`src/rtl/multicycle_control_fsm.sv`:
```
// Multi-cycle RISC-V control FSM with a bounded memory-ready wait and a sticky trap.
// Define MCU_JAL_EN to add the JAL state (encoding 11); otherwise opcode 1101111 is illegal.
module multicycle_control_fsm #(
    parameter int MEM_WAIT_MAX = 8
) (
    input  logic       clk,
    input  logic       rst,
    input  logic [6:0] opcode,
    input  logic       mem_ready,
    output logic       PCWrite,
    output logic       PCWriteCond,
    output logic       PCSource,
    output logic       IorD,
    output logic       IRWrite,
    output logic       MemRead,
    output logic       MemWrite,
    output logic [1:0] MemtoReg,
    output logic [1:0] ALUOp,
    output logic       ALUSrcA,
    output logic [1:0] ALUSrcB,
    output logic       RegWrite,
    output logic       trap,
    output logic [1:0] trap_cause,
    output logic [3:0] state
);

    localparam int              CW        = $clog2(MEM_WAIT_MAX + 1);
    localparam logic [CW-1:0]   WAIT_LAST = CW'(MEM_WAIT_MAX - 1);

    localparam logic [6:0] OP_LOAD   = 7'b0000011;
    localparam logic [6:0] OP_STORE  = 7'b0100011;
    localparam logic [6:0] OP_RTYPE  = 7'b0110011;
    localparam logic [6:0] OP_ITYPE  = 7'b0010011;
    localparam logic [6:0] OP_BRANCH = 7'b1100011;
`ifdef MCU_JAL_EN
    localparam logic [6:0] OP_JAL    = 7'b1101111;
`endif

    localparam logic [1:0] CAUSE_ILLEGAL = 2'b01;
    localparam logic [1:0] CAUSE_TIMEOUT = 2'b10;

    typedef enum logic [3:0] {
        S_IDLE      = 4'd0,
        S_FETCH     = 4'd1,
        S_DECODE    = 4'd2,
        S_MEM_ADDR  = 4'd3,
        S_MEM_READ  = 4'd4,
        S_WB_MEM    = 4'd5,
        S_MEM_WRITE = 4'd6,
        S_EXEC_R    = 4'd7,
        S_EXEC_I    = 4'd8,
        S_WB_ALU    = 4'd9,
        S_BRANCH    = 4'd10,
`ifdef MCU_JAL_EN
        S_JAL       = 4'd11,
`endif
        S_TRAP      = 4'd15
    } state_t;

    state_t        state_q, state_d;
    logic [CW-1:0] wait_q, wait_d;
    logic [6:0]    op_q;
    logic [1:0]    cause_q, cause_d;
    logic          in_mem;
    logic          timeout;

    assign in_mem  = (state_q == S_FETCH) || (state_q == S_MEM_READ) || (state_q == S_MEM_WRITE);
    assign timeout = in_mem && !mem_ready && (wait_q == WAIT_LAST);

    // NOTE: state registers use non-blocking assignments so every flop samples pre-edge values.
    always_ff @(posedge clk or posedge rst) begin
        if (rst) begin
            state_q <= S_IDLE;
            wait_q  <= '0;
            op_q    <= '0;
            cause_q <= 2'b00;
        end else begin
            state_q <= state_d;
            wait_q  <= wait_d;
            cause_q <= cause_d;
            if (state_q == S_DECODE) op_q <= opcode;
        end
    end

    // NOTE: every combinational output gets a default first so no path infers a latch.
    always_comb begin
        state_d = state_q;
        cause_d = cause_q;
        unique case (state_q)
            S_IDLE:      state_d = S_FETCH;
            S_FETCH:     if (mem_ready) state_d = S_DECODE;
            S_DECODE: begin
                unique case (opcode)
                    OP_LOAD, OP_STORE: state_d = S_MEM_ADDR;
                    OP_RTYPE:          state_d = S_EXEC_R;
                    OP_ITYPE:          state_d = S_EXEC_I;
                    OP_BRANCH:         state_d = S_BRANCH;
`ifdef MCU_JAL_EN
                    OP_JAL:            state_d = S_JAL;
`endif
                    default: begin
                        state_d = S_TRAP;
                        cause_d = CAUSE_ILLEGAL;
                    end
                endcase
            end
            S_MEM_ADDR:  state_d = (op_q == OP_LOAD) ? S_MEM_READ : S_MEM_WRITE;
            S_MEM_READ:  if (mem_ready) state_d = S_WB_MEM;
            S_WB_MEM:    state_d = S_FETCH;
            S_MEM_WRITE: if (mem_ready) state_d = S_FETCH;
            S_EXEC_R,
            S_EXEC_I:    state_d = S_WB_ALU;
            S_WB_ALU:    state_d = S_FETCH;
            S_BRANCH:    state_d = S_FETCH;
`ifdef MCU_JAL_EN
            S_JAL:       state_d = S_FETCH;
`endif
            S_TRAP:      state_d = S_TRAP;
            default:     state_d = S_IDLE;
        endcase

        if (timeout) begin
            state_d = S_TRAP;
            cause_d = CAUSE_TIMEOUT;
        end

        // Counts only while stalling in the same memory state; any entry, exit or ready clears it.
        wait_d = (in_mem && !mem_ready && (state_d == state_q)) ? wait_q + CW'(1) : '0;
    end

    always_comb begin
        PCWrite     = 1'b0;
        PCWriteCond = 1'b0;
        PCSource    = 1'b0;
        IorD        = 1'b0;
        IRWrite     = 1'b0;
        MemRead     = 1'b0;
        MemWrite    = 1'b0;
        MemtoReg    = 2'b00;
        ALUOp       = 2'b00;
        ALUSrcA     = 1'b0;
        ALUSrcB     = 2'b00;
        RegWrite    = 1'b0;
        unique case (state_q)
            S_FETCH: begin
                MemRead = 1'b1;
                ALUSrcB = 2'b01;
                IRWrite = mem_ready;
                PCWrite = mem_ready;
            end
            S_DECODE:    ALUSrcB = 2'b11;
            S_MEM_ADDR: begin
                ALUSrcA = 1'b1;
                ALUSrcB = 2'b11;
            end
            S_MEM_READ: begin
                MemRead = 1'b1;
                IorD    = 1'b1;
            end
            S_WB_MEM: begin
                RegWrite = 1'b1;
                MemtoReg = 2'b01;
            end
            S_MEM_WRITE: begin
                MemWrite = 1'b1;
                IorD     = 1'b1;
            end
            S_EXEC_R: begin
                ALUSrcA = 1'b1;
                ALUOp   = 2'b10;
            end
            S_EXEC_I: begin
                ALUSrcA = 1'b1;
                ALUSrcB = 2'b11;
                ALUOp   = 2'b10;
            end
            S_WB_ALU:    RegWrite = 1'b1;
            S_BRANCH: begin
                ALUSrcA     = 1'b1;
                ALUOp       = 2'b01;
                PCWriteCond = 1'b1;
                PCSource    = 1'b1;
            end
`ifdef MCU_JAL_EN
            S_JAL: begin
                RegWrite = 1'b1;
                MemtoReg = 2'b10;
                PCWrite  = 1'b1;
                PCSource = 1'b1;
            end
`endif
            default: ;
        endcase
    end

    assign trap       = (state_q == S_TRAP);
    assign trap_cause = cause_q;
    assign state      = state_q;

endmodule

```
`config.mk`:
```
export PLATFORM = sky130hd
export DESIGN_NAME = multicycle_control_fsm
export DESIGN_NICKNAME = d
export VERILOG_FILES = /design/src/rtl/multicycle_control_fsm.sv
export SDC_FILE = /design/constraint.sdc
export NUM_CORES = 1
export LEC_CHECK = 0
export CORE_ASPECT_RATIO = 1.25
export CORE_MARGIN = 10
export CORE_UTILIZATION = 26
export DETAILED_ROUTE_END_ITERATION = 6
export GPL_TIMING_DRIVEN = 0
export MAX_ROUTING_LAYER = met4
export PLACE_DENSITY = 0.46
export SETUP_SLACK_MARGIN = 0.02
export SKIP_CTS_REPAIR_TIMING = 1
export SYNTH_ARGS = -nofsm -noshare
export SYNTH_HDL_FRONTEND = slang
export SYNTH_SLANG_ARGS = --single-unit
```
`constraint.sdc`:
```
create_clock -name clk -period 2.2 [get_ports clk]
set_clock_uncertainty 0.1 [all_clocks]
set_input_delay 0.44 -clock clk [delete_from_list [all_inputs] [get_ports clk]]
set_output_delay 0.44 -clock clk [all_outputs]
set_load 0.01 [all_outputs]
```
==> results of run 1 <==
==> synthesized netlist by cell type <==
master,n
dfrtp_1,17
nor2_1,12
nand2_1,8
mux2_2,7
inv_1,6
nand3_1,6
o21ai_0,6
a21oi_1,5
buf_4,4
nand2b_1,4
buf_2,3
xor2_1,3
a21boi_1,2
a31oi_1,2
clkbuf_1,2
mux2i_1,2
nand3b_1,2
nor3_1,2
a211o_1,1
a211oi_1,1
a21o_1,1
a221oi_1,1
a311o_1,1
and2_1,1
and3_1,1
and3b_1,1
and4bb_2,1
conb_1,1
ha_1,1
nand2b_4,1
nand4b_1,1
nor3_2,1
nor3b_1,1
nor4b_1,1
o21a_1,1
o21ai_2,1
o22ai_1,1
or2_2,1
or3b_1,1
or4_1,1
==> final timing paths <==
kind                                      from             endpoint  slack, ps  depth (start not counted)
max in group asynchronous                  rst   state[2]$_DFF_PP0_       1070                          2
setup reg to reg            state[2]$_DFF_PP0_  op_q[0]$_DFFE_PP0P_        380                          3
min in group asynchronous                  rst  op_q[2]$_DFFE_PP0P_        470                          2
hold / removal             wait_q[0]$_DFF_PP0_  wait_q[0]$_DFF_PP0_        380                          1
setup / recovery                     mem_ready              PCWrite        140                          4
hold reg to reg            wait_q[0]$_DFF_PP0_  wait_q[0]$_DFF_PP0_        380                          1
==> metrics by stage <==
step	cells	hold WS, ps
after floorplan	115	266
final	206	378
after global placement	199	347
after CTS	203	380
after detailed placement	199	370
after global routing	206	414
==> worst register-to-register path: cells and delay by family (launching register included) <==
kind          cells  cell delay [ps]
flops             1              430
simple gates      1              620
buf+inv           1              150
mux               1              420
==> power breakdown <==
group	leakage (nW)	internal, mW	switching [mW]
Sequential	0.209	0.435	0.0789
Clock	0.0217	0.127	0.116
Combinational	0.638	0.612	0.576
==> layout make-up <==
cell class | instances | share of cell area (%)
Inverter | 6 | 1.43
Clock buffer | 3 | 2.63
Tap cell | 54 | 4.30
Timing Repair Buffer | 33 | 22.1
Multi-Input combinational cell | 83 | 36.5
Buffer | 9 | 5.25
Clock inverter | 1 | 0.478
Sequential cell | 17 | 27.2
==> routing by layer <==
layer / track usage, % / vias up
li1: - / 474
met3: 1.68 / 0
met5: - / -
met4: 1.40 / 0
met1: 10.2 / 453
met2: 14.4 / 17
==> state kept, by name (all words and copies together) (netlist names) <==
register,count
wait_q,4
trap_cause,2
op_q,7
state,4
==> logic make-up (layout without fill, tap and decap cells) <==
group | count (synthesis) | after routing | synth area share [%]
other | 1 | 1 | 0.357
AND/OR/NAND/NOR | 46 | 46 | 24.8
flip-flops | 17 | 17 | 40.5
multiplexers | 9 | 9 | 9.42
buffers and inverters | 15 | 52 | 7.15
adder cells (fa/ha/maj) | 1 | 1 | 1.19
AO/OA/AOI/OAI | 23 | 23 | 14.1
XOR/XNOR | 3 | 3 | 2.50
==> results.ini, run 1 <==
[clock_tree]
clockRootBuffer = clkbuf_8
path_clk_slew_ps = 70
clk_latency_ps = 250
cts_tree = done
cts.sink_count = 17
clockBufferDepth = 2
cts_made_buffers = 3
htree_levels = 1

[final_layout]
num-nets-final = 164
fill_cells = 396
area_delta_synth_final_pct = 49.7
drive_gt1_share_pct = 25.7
seqCellArea_um2 = 428
final_cell_mix = 15 x clkdlybuf4s50_1, 15 x dfrtp_1, 13 x dlymetal6s2s_1
fin_util_pct = 40.8
diodes = 0
final_area_um2 = 1570
multi_input_area_um2 = 574

[floorplan]
io_pins = 32
coreArea_um2 = 3850
die_area_um2 = 7000
die_y_um = 91.0
start_util_pct = 27.3
row_count = 25
fp.dieW_um = 76.8

[synthesis]
ys_seq_area_share_pct = 40.5
synth.top_cell.area_share_pct = 40.5
syn_inst = 115
synthesis.area_um2 = 1050
synth_area_leaders = dfrtp_1 41%, mux2_2 7.5%, nor2_1 4.3%
synth_cell_type_count = 40
yosys.area.top_type = dfrtp_1
yosysWarnings = 0
synth_fp_nets = 126
syn_avg_cell_area_um2 = 9.13
ys_ff_latch = 17

[worst_setup_path]
worst_path_max_delay_cell = clkdlybuf4s50_1
crit_arrival_ps = 1520
max_stage_delay_ps = 570
critPathRequiredTime_ps = 1660
critPathKind = input pin to primary output
cp_top_family = buffers and inverters
worst_setup_path_end_kind = primary output
crit_chain = clkdlybuf4s50_1, nor4b_4, buf_4, buf_4
start_kind = input pin
cpMostUsedCell = buf_4
path_buf_inv = 3
crit_fanout = 5

[grt]
antenna_found_initial = 0
grt_pass1_wl_um = 4910
grt_util_all_layers_pct = 8.45
grt-ovfl-total = 0
grt_pass1_vias = 1019
grt_start_max_net_pins = 18

[route]
wl_per_cell_um = 13.8
firstDrtPassIters = 4
highest_layer = met3
wl_met1_um = 1340
ant_nets = 0
drc = 0
avgViaCountPerCell = 4.58
wl_met3_um = 60
postRouteWirelength_um = 2840
vias = 944
wl_met2_um = 1430
first_iter_violations = 27

[placement]
gp_congestion = 0.791
dpl-instance-area_um2 = 1420
dp_hpwl_um = 2240
dp_worst_setup_slack_ps = -331
io_buffers = 30

[run_status]
outcome = finished, final reports clean

[sta]
worst_slack_ps = 143
hold_viol_final = 0
worst_slew_pin_slew_ps = 732
relSlewSlack_pct = 50.9
setup_viol = 0
clock.fmax_mhz = 486
post-route-period-util_pct = 93.5
drv_slew = 0
rsz0062_at_grt = false
period_needed_ps = 2060
fin_tns_setup_ps = 0

[power_and_ir_drop]
leakage_nw = 0.869
power_density_nw_per_um2 = 1240
irDropWorstVdd_mv = 0.440
power.total_mw = 1.94

[min_path]
hp-class = flop to flop

[job]
drv_cap = 0

Power figures use the tool's default switching activity.
==> run 2: changes to the inputs <==
--- a/config.mk
+++ b/config.mk
@@ -7,11 +7,11 @@
 export LEC_CHECK = 0
 export CORE_ASPECT_RATIO = 1.25
 export CORE_MARGIN = 10
-export CORE_UTILIZATION = 26
+export CORE_UTILIZATION = 45
 export DETAILED_ROUTE_END_ITERATION = 6
 export GPL_TIMING_DRIVEN = 0
 export MAX_ROUTING_LAYER = met4
-export PLACE_DENSITY = 0.46
+export PLACE_DENSITY = 0.74
 export SETUP_SLACK_MARGIN = 0.02
 export SKIP_CTS_REPAIR_TIMING = 1
 export SYNTH_ARGS = -nofsm -noshare
==> results.ini, run 2 (synthesis gave the netlist of run 1 again) <==
[job]
drv_cap = 0

[route]
avgViaCountPerCell = 5.40
firstDrtPassIters = 4
ant_nets = 0
wl_per_cell_um = 14.3
drc = 0
postRouteWirelength_um = 2620
first_iter_violations = 28
vias = 988

[grt]
grt_pass1_wl_um = 4060
grt_start_max_net_pins = 18
grt-ovfl-total = 0
grt_pass1_vias = 953
antenna_found_initial = 0
grt_util_all_layers_pct = 10.8

[final_layout]
final_cell_mix = 16 x clkdlybuf4s50_1, 16 x dfrtp_1, 12 x dlymetal6s2s_1
drive_gt1_share_pct = 24.3
regMostFlops = op_q
diodes = 0
fin_util_pct = 68.4
fill_cells = 174
final_area_um2 = 1510
multi_input_area_um2 = 573
num-nets-final = 164
seqCellArea_um2 = 427
area_delta_synth_final_pct = 44.0
largest_reg_flops = 7
instances_no_fill = 183

[floorplan]
fp.dieW_um = 63.2
die_y_um = 74
start_util_pct = 47.5
die_area_um2 = 4680
row_count = 19
coreArea_um2 = 2210
io_pins = 32

[worst_setup_path]
worst_setup_path_end_kind = primary output
start_kind = flop
crit_fanout = 10
crit_arrival_ps = 1750
critPathRequiredTime_ps = 1660
critPathKind = flop to primary output
r2r_slack_ps = 430

[sta]
finalHoldWorstSlack_ps = 371
clock.fmax_mhz = 437
period_needed_ps = 2290
relSlewSlack_pct = 56.5
post-route-period-util_pct = 104
drv_slew = 0
worst_slew_pin_slew_ps = 649
fin_tns_setup_ps = -87.5
worst_slack_ps = -87.5
hold_viol_final = 0
rsz0062_at_grt = true
setup_viol = 1

[placement]
gp_congestion = 0.862
dp_worst_setup_slack_ps = -280
io_buffers = 30
dpl-instance-area_um2 = 1400
dp_hpwl_um = 2020
placed_cells = 176

[run_status]
outcome = finished with violations
violations = setup timing

[clock_tree]
cts_tree = done
clockBufferDepth = 2
cts.sink_count = 17
path_clk_slew_ps = 100
clk_latency_ps = 300
cts_made_buffers = 3
htree_levels = 1
clockRootBuffer = clkbuf_4

[power_and_ir_drop]
leakage_nw = 0.842
irDropWorstVdd_mv = 0.695
power.total_mw = 1.86
power_density_nw_per_um2 = 1230

[min_path]
hp-class = flop to flop

run 2: changes by cell type in the layout (fill, tap and decap cells not counted), sizes merged:
| cell | previous run | this run |
|---|---|---|
| clkdlybuf4s50 | 15 | 16 |
| buf | 12 | 13 |
| clkbuf | 5 | 4 |
| dlymetal6s2s | 13 | 12 |
run 2: layer usage:
metal	vias to the layer above	GRT usage, %	share of wire (%)
li1	474	-	-
met1	471	10.8	41
met2	41	20.1	53
met3	2	1.80	5.7
met4	0	5.11	0.80
met5	-	-	0
run 2: area by class of cell:
cell class	instances	share of cell area [%]
clock buffers	3	1.49
flip-flops and latches	17	28.2
plain buffers	9	4.97
multi-input cells	83	37.9
clock inverters	1	0.497
inverters	6	1.49
well taps	31	2.57
repair buffers	33	22.8
run 2: final timing paths:
kind                                          start             endpoint  depth (start not counted)
worst max-delay path             state[3]$_DFF_PP0_           ALUSrcB[1]                          5
worst min-delay path            wait_q[0]$_DFF_PP0_  wait_q[0]$_DFF_PP0_                          1
worst max register to register   state[2]$_DFF_PP0_  op_q[5]$_DFFE_PP0P_                          3
worst min register to register  wait_q[0]$_DFF_PP0_  wait_q[0]$_DFF_PP0_                          1
max in group asynchronous                       rst   state[2]$_DFF_PP0_                          2
min in group asynchronous                       rst   state[0]$_DFF_PP0_                          2
run 2: report_power, final:
part / leakage (nW) / internal (mW) / switching [mW] / total (mW)
clock network: 0.0139 / 0.0694 / 0.105 / 0.174
logic: 0.618 / 0.600 / 0.573 / 1.17
registers: 0.210 / 0.433 / 0.0770 / 0.510
run 2: worst max-delay path, cell delays in order (launching register included):
cell             delay (ps)
dfrtp_1                 410
buf_6                   150
buf_6                   140
mux2i_1                 120
nor2_1                   80
clkdlybuf4s50_1         550
